`src/rtl/m26_tx_core.sv`:
```
// Two-line framed serial transmitter: header, frame counter, length, data, trailer, zero padding.
// Optional underflow counter enabled by defining M26_TX_UNDERFLOW_CNT_EN.
module m26_tx_core #(
    parameter int unsigned FRAME_WORDS = 576,
    parameter logic [15:0] TRAILER     = 16'hAAAA
) (
    input  logic        CLK_TX,
    input  logic        RST,
    input  logic        EN,
    input  logic [9:0]  DATA_LEN,
    input  logic [31:0] DATA_IN,
    input  logic        DATA_VALID,
    output logic        DATA_READY,
    output logic        MKD_TX,
    output logic [1:0]  DATA_TX,
    output logic        BUSY,
    output logic [31:0] FRAME_CNT,
    output logic [7:0]  UNDERFLOW_CNT
);

    localparam int unsigned WW      = $clog2(FRAME_WORDS);
    localparam int unsigned MAX_LEN = FRAME_WORDS - 4;
    localparam logic [WW-1:0] LAST_WORD = WW'(FRAME_WORDS - 1);

    typedef enum logic [2:0] {
        ST_IDLE, ST_HEADER, ST_FCNT, ST_LEN, ST_DATA, ST_TRAILER, ST_PAD
    } state_t;

    state_t        state_q, state_d;
    logic [3:0]    bit_q, bit_d;
    logic [WW-1:0] word_q, word_d;
    logic [9:0]    len_q, len_d;
    logic [9:0]    rem_q, rem_d;
    logic [15:0]   shift_q [2];
    logic [15:0]   shift_d [2];
    logic [31:0]   frame_cnt_q, frame_cnt_d;
    logic          mkd_q, mkd_d;
    logic          busy_q, busy_d;
    logic          ld_q, ld_d;
    logic          load_now;
    logic          start;
    logic [9:0]    len_clamp;

    assign len_clamp = (32'(DATA_LEN) > MAX_LEN) ? 10'(MAX_LEN) : DATA_LEN;

    always_comb begin
        state_d     = state_q;
        bit_d       = bit_q;
        word_d      = word_q;
        len_d       = len_q;
        rem_d       = rem_q;
        frame_cnt_d = frame_cnt_q;
        shift_d[0]  = shift_q[0] << 1;
        shift_d[1]  = shift_q[1] << 1;
        load_now    = 1'b0;
        start       = 1'b0;
        if (state_q == ST_IDLE) begin
            shift_d[0] = '0;
            shift_d[1] = '0;
            start      = EN;
        end else if (bit_q != 4'd15) begin
            bit_d = bit_q + 4'd1;
        end else begin
            bit_d  = 4'd0;
            word_d = word_q + WW'(1);
            case (state_q)
                ST_HEADER: begin
                    state_d    = ST_FCNT;
                    shift_d[0] = frame_cnt_q[15:0];
                    shift_d[1] = frame_cnt_q[31:16];
                end
                ST_FCNT: begin
                    state_d    = ST_LEN;
                    shift_d[0] = {6'd0, len_q};
                    shift_d[1] = {6'd0, len_q};
                end
                ST_LEN, ST_DATA: begin
                    if ((state_q == ST_LEN) ? (len_q == 10'd0) : (rem_q == 10'd0)) begin
                        state_d    = ST_TRAILER;
                        shift_d[0] = TRAILER;
                        shift_d[1] = TRAILER;
                    end else begin
                        state_d  = ST_DATA;
                        rem_d    = ((state_q == ST_LEN) ? len_q : rem_q) - 10'd1;
                        load_now = 1'b1;
                    end
                end
                ST_TRAILER, ST_PAD: begin
                    shift_d[0] = '0;
                    shift_d[1] = '0;
                    if (word_q == LAST_WORD) begin
                        frame_cnt_d = frame_cnt_q + 32'd1;
                        word_d      = '0;
                        state_d     = ST_IDLE;
                        start       = EN;
                    end else begin
                        state_d = ST_PAD;
                    end
                end
                default: ;
            endcase
        end
        // A missing word pair is replaced by zeros so the frame length never changes.
        if (load_now) begin
            shift_d[0] = DATA_VALID ? DATA_IN[15:0]  : 16'h0000;
            shift_d[1] = DATA_VALID ? DATA_IN[31:16] : 16'h0000;
        end
        if (start) begin
            state_d    = ST_HEADER;
            bit_d      = 4'd0;
            word_d     = '0;
            len_d      = len_clamp;
            shift_d[0] = 16'h5555;
            shift_d[1] = 16'h5555;
        end
        mkd_d  = (state_d == ST_HEADER) && (bit_d < 4'd4);
        busy_d = (state_d != ST_IDLE);
        ld_d   = (bit_d == 4'd15) &&
                 (((state_d == ST_LEN) && (len_d != 10'd0)) ||
                  ((state_d == ST_DATA) && (rem_d != 10'd0)));
    end

    always_ff @(posedge CLK_TX) begin
        if (RST) begin
            state_q     <= ST_IDLE;
            bit_q       <= '0;
            word_q      <= '0;
            len_q       <= '0;
            rem_q       <= '0;
            shift_q[0]  <= '0;
            shift_q[1]  <= '0;
            frame_cnt_q <= '0;
            mkd_q       <= 1'b0;
            busy_q      <= 1'b0;
            ld_q        <= 1'b0;
        end else begin
            state_q     <= state_d;
            bit_q       <= bit_d;
            word_q      <= word_d;
            len_q       <= len_d;
            rem_q       <= rem_d;
            shift_q[0]  <= shift_d[0];
            shift_q[1]  <= shift_d[1];
            frame_cnt_q <= frame_cnt_d;
            mkd_q       <= mkd_d;
            busy_q      <= busy_d;
            ld_q        <= ld_d;
        end
    end

    generate
        for (genvar gi = 0; gi < 2; gi++) begin : g_line
            assign DATA_TX[gi] = shift_q[gi][15];
        end
    endgenerate

    // ld_q flags the load cycle; the handshake itself follows DATA_VALID in that cycle.
    assign DATA_READY = ld_q & DATA_VALID & ~RST;
    assign MKD_TX     = mkd_q;
    assign BUSY       = busy_q;
    assign FRAME_CNT  = frame_cnt_q;

`ifdef M26_TX_UNDERFLOW_CNT_EN
    logic [7:0] uflow_q, uflow_d;

    always_comb begin
        uflow_d = uflow_q;
        if (load_now && !DATA_VALID && (uflow_q != 8'hFF))
            uflow_d = uflow_q + 8'd1;
    end

    always_ff @(posedge CLK_TX) begin
        if (RST) uflow_q <= '0;
        else     uflow_q <= uflow_d;
    end

    assign UNDERFLOW_CNT = uflow_q;
`else
    assign UNDERFLOW_CNT = 8'h00;
`endif

endmodule
```
`config.mk`:
```
export PLATFORM = sky130hd
export DESIGN_NAME = m26_tx_core
export DESIGN_NICKNAME = d
export VERILOG_FILES = /design/src/rtl/m26_tx_core.sv
export SDC_FILE = /design/constraint.sdc
export NUM_CORES = 1
export LEC_CHECK = 0
export CORE_MARGIN = 2
export CORE_UTILIZATION = 43
export CTS_CLUSTER_SIZE = 10
export DETAILED_ROUTE_END_ITERATION = 8
export GPL_TIMING_DRIVEN = 0
export PLACE_DENSITY = 0.71
export SLEW_MARGIN = 0
export SYNTH_ARGS = -nofsm -noshare
export SYNTH_HDL_FRONTEND = slang
export SYNTH_SLANG_ARGS = --single-unit
```
`constraint.sdc`:
```
create_clock -name CLK_TX -period 4.05 [get_ports CLK_TX]
set_input_delay 1.215 -clock CLK_TX [delete_from_list [all_inputs] [get_ports CLK_TX]]
set_output_delay 1.215 -clock CLK_TX [all_outputs]
set_load 0.1 [all_outputs]
```
==> results of run 1 <==
flip-flops by register name (all words and copies together) (netlist names):
signal and cells:
FRAME_CNT 32, shift_q 32, len_q 10, rem_q 10, word_q 10, bit_q 4, state_q 3, BUSY 1
MKD_TX 1, ld_q 1
power groups by stage:
stage / registers, mW / clock network, mW / logic, mW
3_3_place_gp: 1.10 / 0 / 0.394
6_report: 1.08 / 0.900 / 0.406
4_1_cts: 1.08 / 0.916 / 0.400
5_1_grt: 1.08 / 0.950 / 0.435
3_5_place_dp: 1.10 / 0 / 0.397
2_1_floorplan: 1.10 / 0 / 0.272
final timing paths:
path                  from              to  cells after the start
max                    RST      DATA_READY                      5
max reg2reg     state_q[2]            ld_q                     12
min reg2reg  shift_q[0][9]  shift_q[0][10]                      2
min          shift_q[0][9]  shift_q[0][10]                      2
critical path: cells and delay by family:
kind                   cells  cell delay, ps
buffers and inverters      4            1370
and+or+nand+nor            1             120
through the flow:
step           utilization, %  hold WS, ps  cells
2_1_floorplan               -          422    710
3_3_place_gp             52.7          430    964
3_5_place_dp             52.7          431    964
4_1_cts                  55.1          443    980
5_1_grt                  55.1          443    980
6_report                 55.1          445    980
final cells by class:
class                           count  area [um2]  area share, %
Buffer                             54         278           3.98
Timing Repair Buffer               82         816           11.7
Clock inverter                      6        66.3          0.950
Sequential cell                   104        2080           29.8
Tap cell                          172         215           3.08
Multi-Input combinational cell    547        3260           46.8
Clock buffer                       10         239           3.42
Inverter                            5        18.8          0.269
placed cells by master, fill, tap and decap left out, types with 5 or more instances in the layout:
master and count:
nor3_1 18, clkbuf_16 9, nand3_1 20, o221ai_1 9, nand2_1 87, nor2b_1 15, buf_4 12, a22oi_1 5
buf_2 18, mux2i_1 6, o21ai_0 26, nand4_1 9, nor2_1 101, clkbuf_1 20, a21oi_1 69, and3_1 13
inv_1 5, dfxtp_1 104, a22o_1 11, nand3b_1 5, clkdlybuf4s50_1 81, xnor2_1 13, conb_1 8, a221oi_1 23
xor2_1 24, or3_1 15
cell families after synthesis:
logic type      count (synthesis)
fa+ha+maj                       4
compound gates                174
flops                         104
mux                             9
other cells                     1
simple gates                  315
buf+inv                        59
xor+xnor                       37
routing by layer:
metal | track usage (%) | vias up | share of wire, %
met3 | 7.24 | 26 | 8.8
met1 | 31.1 | 2613 | 44
met5 | 0 | - | 0
met2 | 37.6 | 232 | 46
met4 | 7.00 | 0 | 2.1
li1 | - | 2686 | -
==> impl_metrics.tcl, run 1 <==
set metrics [dict create \
    synth.distinct_cells 69 \
    ir_drop_mv 0.201 \
    synth.mux.area_fraction_pct 1.78 \
    drt_wl_total_um 16900 \
    place_area_um2 6680 \
    fin_nets 853 \
    status "finished, final reports clean" \
    fin_worst_skew_ps 8.86 \
    grt_pass1_wl_um 26500 \
    cts_hold_buf 0 \
    synth_most_common_cell "dfxtp_1" \
    clk_pin_slew_worst_paths_ps 70 \
    power_leakage_nw 2.48 \
    syn_area_per_cell_um2 7.98 \
    ys_warn_count 0 \
    setup-tns-final_ps 0 \
    dr.pass1.iters 5 \
    slew_headroom_pct 34.5 \
    drc 0 \
    synthFlopType "dfxtp_1" \
    p_seq_share_pct 45.3 \
    grt_antenna_before_repair 0 \
    drt_iter0_markers 576 \
    startpoint_type "input pin" \
    rsz0062_at_grt "no" \
    p_comb_share_pct 17.0 \
    endpoint_kind "output port" \
    tritoncts "done" \
    slowest_delay_ps 460 \
    clockBufferDepth 2 \
    grt_pass1_vias 5132 \
    fillerInstances 1227 \
    path_cells "clkdlybuf4s50_1 > clkbuf_2 > buf_2 > nor2_2 > buf_2" \
    synthTopCellsByCount "dfxtp_1 (104), nor2_1 (102), nand2_1 (87)" \
    synth_edf_count 0 \
    antennaDiodeCount 0 \
    tightest_slew_ps 980 \
    fp.dieArea_um2 14000 \
    rrSetupSlack_ps 700 \
    drive_above_1_share_pct 9.28 \
    syn_to_final_growth_pct 24.4 \
    ys_seq_area_share_pct 37.1 \
    htreeDepth 3 \
    cts.repair.resized 7 \
    synth-seq-cells 104 \
    yosysTopAreaCell "dfxtp_1" \
    grt_max_degree 18 \
    gp_congestion 0.938 \
    start_util_pct 44.3 \
    wl_per_cell_um 17.2 \
    dp_hpwl_um 12600 \
    die_w_um 118 \
    cts_root_buf "clkbuf_16" \
    cpMostUsedCell "buf_2" \
    rows 41 \
    synth_top_area_share_pct 37.1 \
    cp.required_ps 2830 \
    fmaxAchievable_mhz 255 \
    slew_violations 0 \
    synthAdderAreaFrac_pct 0.892 \
    fin_ws_ps 128 \
    pwr-share-clk_pct 37.7 \
    synth-xor-area-share_pct 5.77 \
    finalHoldViolCount 0 \
    clk_latency_ps 360 \
    io_pins 91 \
    synth_cells 703 \
    cp_slowest_cell "clkdlybuf4s50_1" \
    overflow 0 \
    worstSetupPathType "input pin to output port" \
    intPower_mw 1.71 \
    core_area_um2 12700 \
    cts_buffers 9 \
    synth_async_sr_flop_share_pct 0 \
    netlist_area_um2 5610 \
    vias 5557 \
    period_share_pct 96.8 \
    power_density_nw_per_um2 342 \
    antenna_left 0 \
    hold_class "flop to flop" \
    yosys-top-cells-area "dfxtp_1 (37%), nor2_1 (6.8%), a21oi_1 (6.2%)" \
    layout_min_cycle_time_ps 3920 \
    routed_via_density 5.67 \
    setup_viol 0 \
    arrival_ps 2710 \
    p_switching_mw 0.676 \
    fin_area_um2 6980 \
    cp_max_fo 10 \
    dpl_worst_slack_ps -951 \
    synth_top_family_by_area "simple AND/OR/NAND/NOR gates" \
    synth-compound-area-share_pct 21.0 \
    portBuffers 82 \
    drv_cap 0 \
    swShare_pct 28.3 \
    postCtsSetupRepairBufs 0 \
    synthSimpleGateAreaFrac_pct 28.2 \
    die_h_um 118 \
    gr-usage-all-layers_pct 23.8 \
    power_mw 2.38 \
    cts_sinks 104 \
]
Power figures use the tool's default switching activity.
==> inputs of run 2 (changes only) <==
- GPL_TIMING_DRIVEN: 0 -> default
- RECOVER_POWER: default -> 25
- SLEW_MARGIN: 0 -> 20
==> run 2 against run 1 <==
Routed wire length fell by 3.5%. Worst hold slack improved by 14 ps. Design area fell by 4.9%. Register-to-register slack got worse by 70 ps. Clock skew rose by 0.60 ps. Fmax rose by 15%. Via count fell by 2.0%. Clock power fell by 9.4%. Count of clock-buffer cells in the layout did not move. First-iteration DRC count rose by 1.0%.
==> impl_metrics.tcl, run 2 (synthesis gave the netlist of run 1 again) <==
set metrics [dict create \
    critical-path-top-delay-family "simple AND/OR/NAND/NOR gates" \
    clockBufferDepth 2 \
    worstPathBufferInverterCount 0 \
    fmaxAchievable_mhz 292 \
    syn_to_final_growth_pct 18.3 \
    overflow 0 \
    grt_antenna_before_repair 0 \
    slew_headroom_pct 22.3 \
    gp_congestion 0.902 \
    fin_nets 811 \
    rows 41 \
    antenna_left 0 \
    dr.pass1.iters 5 \
    clk_latency_ps 360 \
    slew_violations 0 \
    cp_slowest_cell "nor4_1" \
    dp_hpwl_um 11600 \
    io_pins 91 \
    grt_pass1_wl_um 26300 \
    worstSetupPathType "flop to flop" \
    tightest_slew_ps 1170 \
    cts_root_buf "clkbuf_16" \
    setup-tns-final_ps 0 \
    multi_input_area_um2 3230 \
    fp.dieArea_um2 14000 \
    endpoint_kind "flop" \
    seqCellArea_um2 2080 \
    power_leakage_nw 2.29 \
    finalHoldViolCount 0 \
    clk_pin_slew_worst_paths_ps 70 \
    cts_hold_buf 0 \
    setup_viol 0 \
    fillerInstances 1284 \
    arrival_ps 3700 \
    ir_drop_mv 0.318 \
    dpl_worst_slack_ps 773 \
    path_cells "ha_1 > nand3_4 > nor4_1 > nand2b_2 > nor3_4 > and3_1 > nand2b_2 > or3_1 > a21oi_1" \
    layout_commonest_cell "dfxtp_1" \
    start_util_pct 44.3 \
    drt_wl_total_um 16300 \
    rsz0062_at_grt "no" \
    drt_iter0_markers 582 \
    layout_min_cycle_time_ps 3420 \
    final_cell_mix "dfxtp_1 (104), nor2_1 (102), nand2_1 (87), a21oi_1 (69), clkdlybuf4s50_1 (65)" \
    tritoncts "done" \
    slowest_delay_ps 840 \
    die_w_um 118 \
    vias 5444 \
    cp_max_fo 18 \
    grt_pass1_vias 5270 \
    drive_above_1_share_pct 6.53 \
    cts.repair.resized 0 \
    cp.required_ps 4330 \
    status "finished, final reports clean" \
    cts_sinks 104 \
    power_density_nw_per_um2 343 \
    die_h_um 118 \
    hold_class "flop to flop" \
    antennaDiodeCount 0 \
    startpoint_type "flop" \
    portBuffers 82 \
    fin_worst_skew_ps 9.45 \
    core_area_um2 12700 \
    period_share_pct 84.4 \
    cpMostUsedCell "nand2b_2" \
    postCtsSetupRepairBufs 0 \
    htreeDepth 3 \
    routed_via_density 5.80 \
    cts_buffers 9 \
    drv_cap 0 \
    fin_ws_ps 630 \
    grt_max_degree 75 \
    gr-usage-all-layers_pct 23.3 \
    wl_per_cell_um 17.4 \
    drc 0 \
]
[run 2: cell count changes in the layout (fill, tap and decap cells not counted), sizes merged]
cell,before,now
buf,34,13
clkdlybuf4s50,81,65
clkbuf,31,26
bufinv,1,0
clkinv,1,2
clkinvlp,3,2
inv,6,7
[run 2: worst register-to-register path: stages (launching register included)]
cell      delay, ps
dfxtp_1         450
ha_1            340
nand3_4         260
nor4_1          850
nand2b_2        140
nor3_4          370
and3_1          310
nand2b_2        140
or3_1           330
a21oi_1         160
[run 2: layout make-up]
| cell class | count | share of cell area [%] |
|---|---|---|
| inverters | 5 | 0.283 |
| clock inverters | 6 | 0.641 |
| repair buffers | 94 | 12.3 |
| clock buffers | 10 | 3.45 |
| multi-input cells | 547 | 48.7 |
| flip-flops and latches | 104 | 31.4 |
| well taps | 172 | 3.24 |
[run 2: stage by stage]
stage / hold WS (ps) / std cells / total power [mW] / utilization [%] / area (um2)
after floorplan: 422 / 710 / 1.38 / - / 5640
after global placement: 435 / 922 / 1.48 / 51.0 / 6460
after detailed placement: 444 / 922 / 1.48 / 51.0 / 6460
after CTS: 458 / 938 / 2.29 / 53.1 / 6730
after global routing: 486 / 938 / 2.37 / 52.4 / 6640
final: 458 / 938 / 2.28 / 52.4 / 6640
[run 2: path summary, 6_finish.rpt]
kind | start | cells after the start | to | slack (ps)
worst max-delay path | bit_q[0] | 9 | FRAME_CNT[27] | 630
worst min-delay path | shift_q[0][9] | 2 | shift_q[0][10] | 460
worst max register to register | bit_q[0] | 9 | FRAME_CNT[27] | 630
worst min register to register | shift_q[0][9] | 2 | shift_q[0][10] | 460
[run 2: metal layers]
metal  vias to the layer above  part of all wire [%]  routed length, um  GRT usage, %
met1                      2592                    44               7250          30.8
met4                         0                   2.2                351          7.30
met5                         -                     0                  0             0
met2                       223                    46               7530          37.6
li1                       2597                     -                  -             -
met3                        32                   7.2               1180          5.41
[run 2: power breakdown]
part           switching (mW)  internal [mW]  leakage, nW
sequential             0.0311           1.05        0.844
clock                   0.396          0.419        0.129
combinational           0.232          0.148         1.32
total                   0.659           1.62         2.29
==> inputs of run 3 (changes only) <==
- clock period: 4.05 -> 3.5 ns (I/O delays scaled with it)
==> run 3 against run 2 <==
Clock skew shrank 2.0 ps. Die area is the same. Register-to-register slack lost 110 ps. Largest cell class unchanged. Fmax grew 15%. Design area shrank 0.17%. Power grew 18%. Worst hold slack lost 12 ps. Count of clock-buffer cells in the layout is the same. Routed wire length shrank 0.67%. Via count shrank 0.96%. First-iteration DRC count shrank 21%.
==> impl_metrics.tcl, run 3 (synthesis gave the netlist of run 1 again) <==
set metrics [dict create \
    grt_max_degree 75 \
    fin_ws_ps 519 \
    ir_drop_mv 0.248 \
    vias 5392 \
    drv_cap 0 \
    die_w_um 118 \
    critical-path-top-delay-family "simple AND/OR/NAND/NOR gates" \
    path_cells "or4_4 > nor3_4 > mux2_4 > nor2_1 > o2bb2ai_2 > nor2_1 > a221oi_1 > a21oi_1" \
    grt_antenna_before_repair 0 \
    core_area_um2 12700 \
    fp.dieArea_um2 14000 \
    power_mw 2.70 \
    power_leakage_nw 2.34 \
    grt_use_met2_pct 37.5 \
    cts.repair.resized 0 \
    reg2reg_depth 8 \
    layout_min_cycle_time_ps 2980 \
    grt_pass1_vias 5238 \
    final_cell_mix "dfxtp_1 (104), nor2_1 (102), nand2_1 (87), a21oi_1 (69), clkdlybuf4s50_1 (44)" \
    syn_to_final_growth_pct 18.1 \
    fillerInstances 1246 \
    routed_via_density 5.70 \
    start_util_pct 44.3 \
    worstHoldEndpoint "shift_q[0][14]" \
    dpl_worst_slack_ps 559 \
    wl_per_cell_um 17.1 \
    postCtsSetupRepairBufs 0 \
    tritoncts "done" \
    rrSetupSlack_ps 520 \
    cp_slowest_cell "nor2_1" \
    htreeDepth 3 \
    dp_hpwl_um 11800 \
    power_density_nw_per_um2 407 \
    top_usage_layer "met2" \
    clk_pin_slew_worst_paths_ps 70 \
    tightest_slew_ps 1190 \
    use_met3_pct 3.81 \
    die_h_um 118 \
    place_area_um2 6470 \
    antennaDiodeCount 0 \
    grt_pass1_wl_um 26800 \
    gr-usage-all-layers_pct 23.6 \
    clk_latency_ps 360 \
    fin_area_um2 6630 \
    cts_buffers 9 \
    fmaxAchievable_mhz 335 \
    utilization_pct 52.3 \
    cp.required_ps 3780 \
    slew_violations 0 \
    fin_worst_skew_ps 7.44 \
    layout_commonest_cell "dfxtp_1" \
    drc 0 \
    endpoint_kind "flop" \
    rsz0062_at_grt "no" \
    dr.pass1.iters 5 \
    slew_headroom_pct 21.2 \
    gp_congestion 0.875 \
    hold_path.startpoint "shift_q[0][13]" \
    clockBufferDepth 2 \
    cts_hold_buf 0 \
    overflow 0 \
    reg2reg_from "len_q[6]" \
    slowest_delay_ps 760 \
    portBuffers 82 \
    r2r_end "shift_q[0][4]" \
    arrival_ps 3260 \
    cpMostUsedCell "nor2_1" \
    setup-tns-final_ps 0 \
    drt_iter0_markers 461 \
    io_pins 91 \
    rows 41 \
    startpoint_type "flop" \
    grt.met1_usage_pct 31.6 \
    drive_above_1_share_pct 8.66 \
    drt_wl_total_um 16200 \
    fin_nets 819 \
    cp_num_cells 8 \
    status "finished, final reports clean" \
    finalHoldViolCount 0 \
    worstSetupPathType "flop to flop" \
    setup_viol 0 \
    hold_class "flop to flop" \
    cts_root_buf "clkbuf_16" \
    cp_max_fo 15 \
    worstPathBufferInverterCount 0 \
    cts_sinks 104 \
    period_share_pct 85.2 \
    antenna_left 0 \
    hold_depth 2 \
]
[run 3: changes by cell type in the layout (fill, tap and decap cells not counted), moves of 2 or more]
cell	before	now
buf_4	11	24
clkinv_4	0	2
clkbuf_1	17	32
clkdlybuf4s50_1	65	44
[run 3: worst max path at each step]
stage	start	to	slack (ps)
6_report	len_q[6]	shift_q[0][4]	520
5_1_grt	len_q[6]	shift_q[0][18]	300
4_1_cts	DATA_VALID	DATA_READY	550
3_5_place_dp	DATA_VALID	DATA_READY	560
3_3_place_gp	DATA_VALID	DATA_READY	550
2_1_floorplan	RST	DATA_READY	190
[run 3: where the power goes]
part,switching [mW],internal (mW),total (mW)
logic,0.277,0.176,0.453
registers,0.0285,1.21,1.24
clock network,0.487,0.511,0.999
total,0.793,1.90,2.70
[run 3: per-stage QoR]
step / hold slack [ps] / cells
floorplan: 422 / 710
CTS: 446 / 946
detailed placement: 434 / 930
global route: 466 / 946
global placement: 433 / 930
finish: 447 / 946
[run 3: final cells by class]
type,instances,area [um2],share of cell area (%)
clock inverter,6,50.0,0.755
inverter,5,18.8,0.283
multi-input combinational,547,3260,49.1
clock buffer,10,239,3.61
tap,172,215,3.25
sequential,104,2080,31.4
timing repair buffer,102,766,11.6
[run 3: routing by layer]
| metal | part of all wire [%] | wire [um] |
|---|---|---|
| met1 | 46 | 7390 |
| met2 | 47 | 7560 |
| met3 | 5.4 | 882 |
| met4 | 2.3 | 373 |
| met5 | 0 | 0 |
[run 3: worst min-delay path, stage by stage, from the launching register on]
cell,delay (ps)
dfxtp_1,300
nand2_1,50
a21oi_1,50
